### config.mk
export PLATFORM = sky130hd
export DESIGN_NAME = ssd_scan_controller
export DESIGN_NICKNAME = d
export VERILOG_FILES = /design/src/rtl/ssd_scan_controller.sv
export SDC_FILE = /design/constraint.sdc
export NUM_CORES = 1
export LEC_CHECK = 0
export ABC_AREA = 0
export CAP_MARGIN = 20
export CORE_MARGIN = 1.5
export CORE_UTILIZATION = 57
export CTS_BUF_LIST = sky130_fd_sc_hd__clkbuf_8
export DETAILED_ROUTE_END_ITERATION = 10
export PLACE_DENSITY = 0.79
export SYNTH_ARGS = -nofsm -noshare
export SYNTH_HDL_FRONTEND = slang
export SYNTH_SLANG_ARGS = --single-unit
### constraint.sdc
create_clock -name clk -period 2.3 [get_ports clk]
set_input_delay 0.46 -clock clk [delete_from_list [all_inputs] [get_ports clk]]
set_output_delay 0.46 -clock clk [all_outputs]
set_load 0.02 [all_outputs]
### src/rtl/ssd_scan_controller.sv
`default_nettype none
// ============================================================================
// Module   : ssd_scan_controller
// Purpose  : Frame-synchronous digit scan, PWM brightness, blanking and
//            tear-free content updates for an 8-digit seven-segment display.
// Revision : 1.0 - initial release
// ============================================================================
module ssd_scan_controller #(
    parameter int PRESCALE   = 100000,
    parameter int NUM_DIGITS = 8
) (
    input  logic        clk,
    input  logic        reset,
    input  logic [31:0] data_in,
    input  logic [7:0]  blank_mask_in,
    input  logic [3:0]  brightness_in,
    input  logic        upd_valid,
    output logic        upd_ready,
    output logic [2:0]  sel,
    output logic [3:0]  digit,
    output logic [7:0]  AN,
    output logic        frame_done
);

    localparam int                c_PS_W       = (PRESCALE > 1) ? $clog2(PRESCALE) : 1;
    localparam logic [c_PS_W-1:0] c_PS_MAX     = c_PS_W'(PRESCALE - 1);
    localparam logic [2:0]        c_SEL_MAX    = 3'(NUM_DIGITS - 1);
    localparam logic [3:0]        c_SLOT_MAX   = 4'd15;
    localparam logic [0:0]        c_ST_EMPTY   = 1'b0;
    localparam logic [0:0]        c_ST_PENDING = 1'b1;

    logic [c_PS_W-1:0] r_ps;
    logic [3:0]        r_slot;
    logic [2:0]        r_sel;
    logic              r_frame_done;
    logic [0:0]        r_state;
    logic [0:0]        w_state_nxt;

    logic [31:0]       r_pend_data;
    logic [7:0]        r_pend_mask;
    logic [3:0]        r_pend_bright;
    logic [31:0]       r_act_data;
    logic [7:0]        r_act_mask;
    logic [3:0]        r_act_bright;

    logic              w_tick;
    logic              w_wrap;
    logic              w_capture;
    logic              w_apply;
    logic [7:0]        w_an;

    assign w_tick = (r_ps == c_PS_MAX);
    assign w_wrap = w_tick && (r_slot == c_SLOT_MAX) && (r_sel == c_SEL_MAX);

    // Update handshake: capture only when empty, promote only at a frame wrap.
    always_comb begin
        w_state_nxt = r_state;
        w_capture   = 1'b0;
        w_apply     = 1'b0;
        case (r_state)
            c_ST_EMPTY: begin
                if (upd_valid) begin
                    w_capture   = 1'b1;
                    w_state_nxt = c_ST_PENDING;
                end
            end
            c_ST_PENDING: begin
                if (w_wrap) begin
                    w_apply     = 1'b1;
                    w_state_nxt = c_ST_EMPTY;
                end
            end
            default: w_state_nxt = c_ST_EMPTY;
        endcase
    end

    always_ff @(posedge clk) begin
        if (!reset) begin
            r_ps          <= '0;
            r_slot        <= '0;
            r_sel         <= '0;
            r_frame_done  <= 1'b0;
            r_state       <= c_ST_EMPTY;
            r_pend_data   <= '0;
            r_pend_mask   <= '0;
            r_pend_bright <= '0;
            r_act_data    <= '0;
            r_act_mask    <= 8'hFF;
            r_act_bright  <= '0;
        end else begin
            r_state      <= w_state_nxt;
            r_frame_done <= w_wrap;
            r_ps         <= w_tick ? '0 : r_ps + 1'b1;
            if (w_tick) begin
                r_slot <= r_slot + 1'b1;
                if (r_slot == c_SLOT_MAX) begin
                    r_sel <= (r_sel == c_SEL_MAX) ? 3'd0 : r_sel + 3'd1;
                end
            end
            if (w_capture) begin
                r_pend_data   <= data_in;
                r_pend_mask   <= blank_mask_in;
                r_pend_bright <= brightness_in;
            end
            if (w_apply) begin
                r_act_data   <= r_pend_data;
                r_act_mask   <= r_pend_mask;
                r_act_bright <= r_pend_bright;
            end
        end
    end

    // Slot 0 is a guard tick so sel/digit settle with every anode off.
    always_comb begin
        w_an = 8'hFF;
        if ((r_slot != 4'd0) && (r_slot <= r_act_bright) && !r_act_mask[r_sel]) begin
            w_an[r_sel] = 1'b0;
        end
    end

    assign AN         = w_an;
    assign sel        = r_sel;
    assign digit      = r_act_data[4*r_sel +: 4];
    assign frame_done = r_frame_done;
    assign upd_ready  = (r_state == c_ST_EMPTY);

endmodule
`default_nettype wire

==> results_dict.tcl <==
set metrics [dict create \
    outcome "complete, but fails checks" \
    violations "negative setup slack" \
    grt_pass1_wl_mm 20.0 \
    vdd_drop_max_mv 0.400 \
    synth_ff_type "dfxtp_1" \
    antenna_found_initial 0 \
    n_antenna_cell 0 \
    track_usage_pct 28.8 \
    worstPathCellList "inv_2, ha_4, nor2b_4, o211a_1, o31ai_2, buf_4, nand4_1, buf_4" \
    tightest_slew_ps 450 \
    synth.area.top_cells "dfxtp_1 (46%), a21oi_1 (9.5%), nand2_1 (7.6%), nand3_1 (6.8%), o21ai_0 (5.3%)" \
    reg2reg_slack_ps 320 \
    cts_max_path_buffers 2 \
    min_path_type "register to register" \
    slew_violations 0 \
    clk_latency_ps 440 \
    hold_viol 0 \
    startpoint "r_act_bright[1]" \
    wl_mm 12.5 \
    min_from "r_pend_data[10]" \
    crit_path_top_delay_cell "dfxtp_2" \
    synthAdderAreaFrac_pct 2.29 \
    syn_nets 661 \
    start_util_pct 59.3 \
    wire_per_inst_um 16.1 \
    placed_area_mm2 0.00572 \
    clock.fmax_mhz 410 \
    async_reset_ff_share_pct 0 \
    numCtsBuffers 17 \
    overflow 0 \
    synth_edf_count 0 \
    setup_ws_ps -139 \
    tritoncts "built" \
    die_area_mm2 0.00920 \
    cp-start-kind "register" \
    power.leakage_nw 2.14 \
    worstSetupPathType "register to output pin" \
    syn_inst 605 \
    nets 720 \
    pwr-share-seq_pct 47.9 \
    via_per_inst 5.91 \
    synthTopCellsByCount "dfxtp_1 (114), nand2_1 (99), a21oi_1 (93)" \
    cts_setup_buffers 0 \
    synth_mux_area_share_pct 2.97 \
    stdcell_count 781 \
    die_y_um 95.9 \
    slew_headroom_pct 70.0 \
    finalSetupViolCount 8 \
    root_buffer "clkbuf_8" \
    routed-via-count 4615 \
    yosys_warnings 0 \
    synth_area_mm2 0.00492 \
    min_period_ps 2440 \
    die_w_um 95.9 \
    synth_xor_area_share_pct 2.67 \
    switching_share_pct 22.0 \
    crit_top_cell "buf_4" \
    max_stage_delay_ps 330 \
    synth_compound_gate_area_share_pct 16.4 \
    drive_above_1_share_pct 13.3 \
    cts.clk_slew.worst_paths_ps 70 \
    grt_max_degree 49 \
    post-route-period-util_pct 106 \
    synth_seq_area_share_pct 46.4 \
    fin_skew_ps 11.2 \
    reg2reg_from "r_ps[0]" \
    syn_area_per_cell_um2 8.13 \
    synth_top_family_by_area "simple AND/OR/NAND/NOR gates" \
    switchingPower_w 0.000942 \
    crit_required_ps 1840 \
    area_delta_synth_final_pct 25.6 \
    hpwlAfterDp_mm 8.06 \
    coreArea_mm2 0.00830 \
    power.density_mw_per_mm2 694 \
    cts.sinks 114 \
    port_buffers 63 \
    p_comb_share_pct 5.4 \
    worst-path-buf-inv 3 \
    drc 0 \
    rows 33 \
    first_iter_violations 342 \
    post-synth-top-area-cell "dfxtp_1" \
    p_int_w 0.00335 \
    grt_pass1_vias 4246 \
    detail-route-antenna-nets 0 \
    ys_types 47 \
    worstPathMaxFanout 8 \
    fillers 592 \
    placed_cells 750 \
    clkPwrFrac_pct 46.7 \
    drv_cap 0 \
    ys_ff_latch 114 \
    grt_setup_unrepaired "true" \
    io_pins 64 \
    gp_congestion 0.868 \
    htreeDepth 4 \
    cp_top_family "buffers and inverters" \
    synth_most_common_cell "dfxtp_1" \
    synthSimpleGateAreaFrac_pct 24.1 \
    end_kind "output pin" \
    yosysTopAreaCellShare_pct 46.4 \
    dr.pass1.iters 5 \
    worstPathArrival_ps 1980 \
    stdcell_area_mm2 0.00618 \
]
-- placed cells by master, fill, tap and decap left out, types with 2 or more instances in the layout --
cell type        synthesis  routed
dfxtp_2                  0       4
o21ai_0                 52      52
inv_2                    1       2
ha_4                     0       2
and2_1                   2       2
nand4_1                 10      10
ha_1                     9       7
clkinvlp_4               0       4
mux2i_1                  9       9
nand3_2                  1       2
buf_12                   0       5
xnor2_1                 10      10
or4_1                    3       3
nor4_1                   3       3
clkdlybuf4s50_1          0      51
nand3_1                 67      66
xor2_1                   5       5
nor3_1                  10      10
bufinv_16                0       3
buf_2                   10       5
mux4_2                   2       2
a21oi_1                 93      93
and4_1                   4       4
o31ai_1                  3       2
and3_1                   4       4
nor2_1                  24      24
dfxtp_1                114     109
buf_4                    0      20
clkbuf_8                 0      22
nand2_1                 99      99
inv_1                   11      11
buf_6                    3       5
-- tightest hold or removal path, cell delays in order (launching register included) --
cell,delay [ps]
dfxtp_1,310
nand2_1,50
a21oi_1,50
-- kinds of logic after synthesis --
| family | count (synthesis) |
|---|---|
| compound gates | 155 |
| xor+xnor | 15 |
| fa+ha+maj | 9 |
| buf+inv | 59 |
| flops | 114 |
| mux | 12 |
| simple gates | 241 |
-- stage by stage --
| step | power, W | hold slack, ps | TNS, ps | setup WS [ps] | utilization [%] |
|---|---|---|---|---|---|
| after floorplan | 0.00220 | 430 | 0 | 155 | - |
| after global placement | 0.00232 | 442 | -851 | -118 | 68.9 |
| after detailed placement | 0.00233 | 450 | -1200 | -160 | 68.9 |
| after CTS | 0.00429 | 460 | -800 | -118 | 74.3 |
| after global routing | 0.00442 | 481 | -1770 | -248 | 74.4 |
| final | 0.00429 | 460 | -933 | -139 | 74.4 |
-- layer usage --
metal	global-route usage, %	vias up	wire length, µm
met3	8.21	24	904
met4	11.2	0	244
met1	34.6	2179	5150
met2	48.5	185	6240
li1	-	2227	-
met5	0	-	0
-- state kept, by name, summed over array words and instances, names as in the netlist --
signal and cells:
r_act_bright 4, r_slot 4, r_state 1, r_act_data 32, r_ps 17, sel 3
r_pend_data 32, frame_done 1, r_act_mask 8, r_pend_bright 4, r_pend_mask 8
-- power by group through the flow --
stage	clock network [W]	registers, W	logic, W
2_1_floorplan	0	0.00209	0.000112
3_3_place_gp	0	0.00209	0.000224
3_5_place_dp	0	0.00210	0.000231
4_1_cts	0.00201	0.00205	0.000233
5_1_grt	0.00211	0.00206	0.000256
6_report	0.00200	0.00205	0.000232
-- repair_timing --
action                     in CTS  in global routing
pin swaps                       1                  0
hold buffers                    0                  0
setup endpoints to repair      12                 12
gates resized for setup        61                 13
-- area by class of cell --
class / instances / area (µm²) / share of cell area [%]
Multi-Input combinational cell: 432 / 2430 / 39.4
Sequential cell: 114 / 2290 / 37.1
Timing Repair Buffer: 87 / 847 / 13.7
Clock buffer: 22 / 303 / 4.90
Tap cell: 105 / 131 / 2.13
Clock inverter: 9 / 129 / 2.09
Inverter: 12 / 45.0 / 0.729
-- worst paths after layout --
| path | end | cells after the start |
|---|---|---|
| worst max-delay path | AN[5] | 8 |
| worst min-delay path | r_pend_data[10] | 2 |
| worst max register to register | r_slot[3] | 5 |
| worst min register to register | r_pend_data[10] | 2 |
No activity file was read; power rests on OpenSTA's default activity.
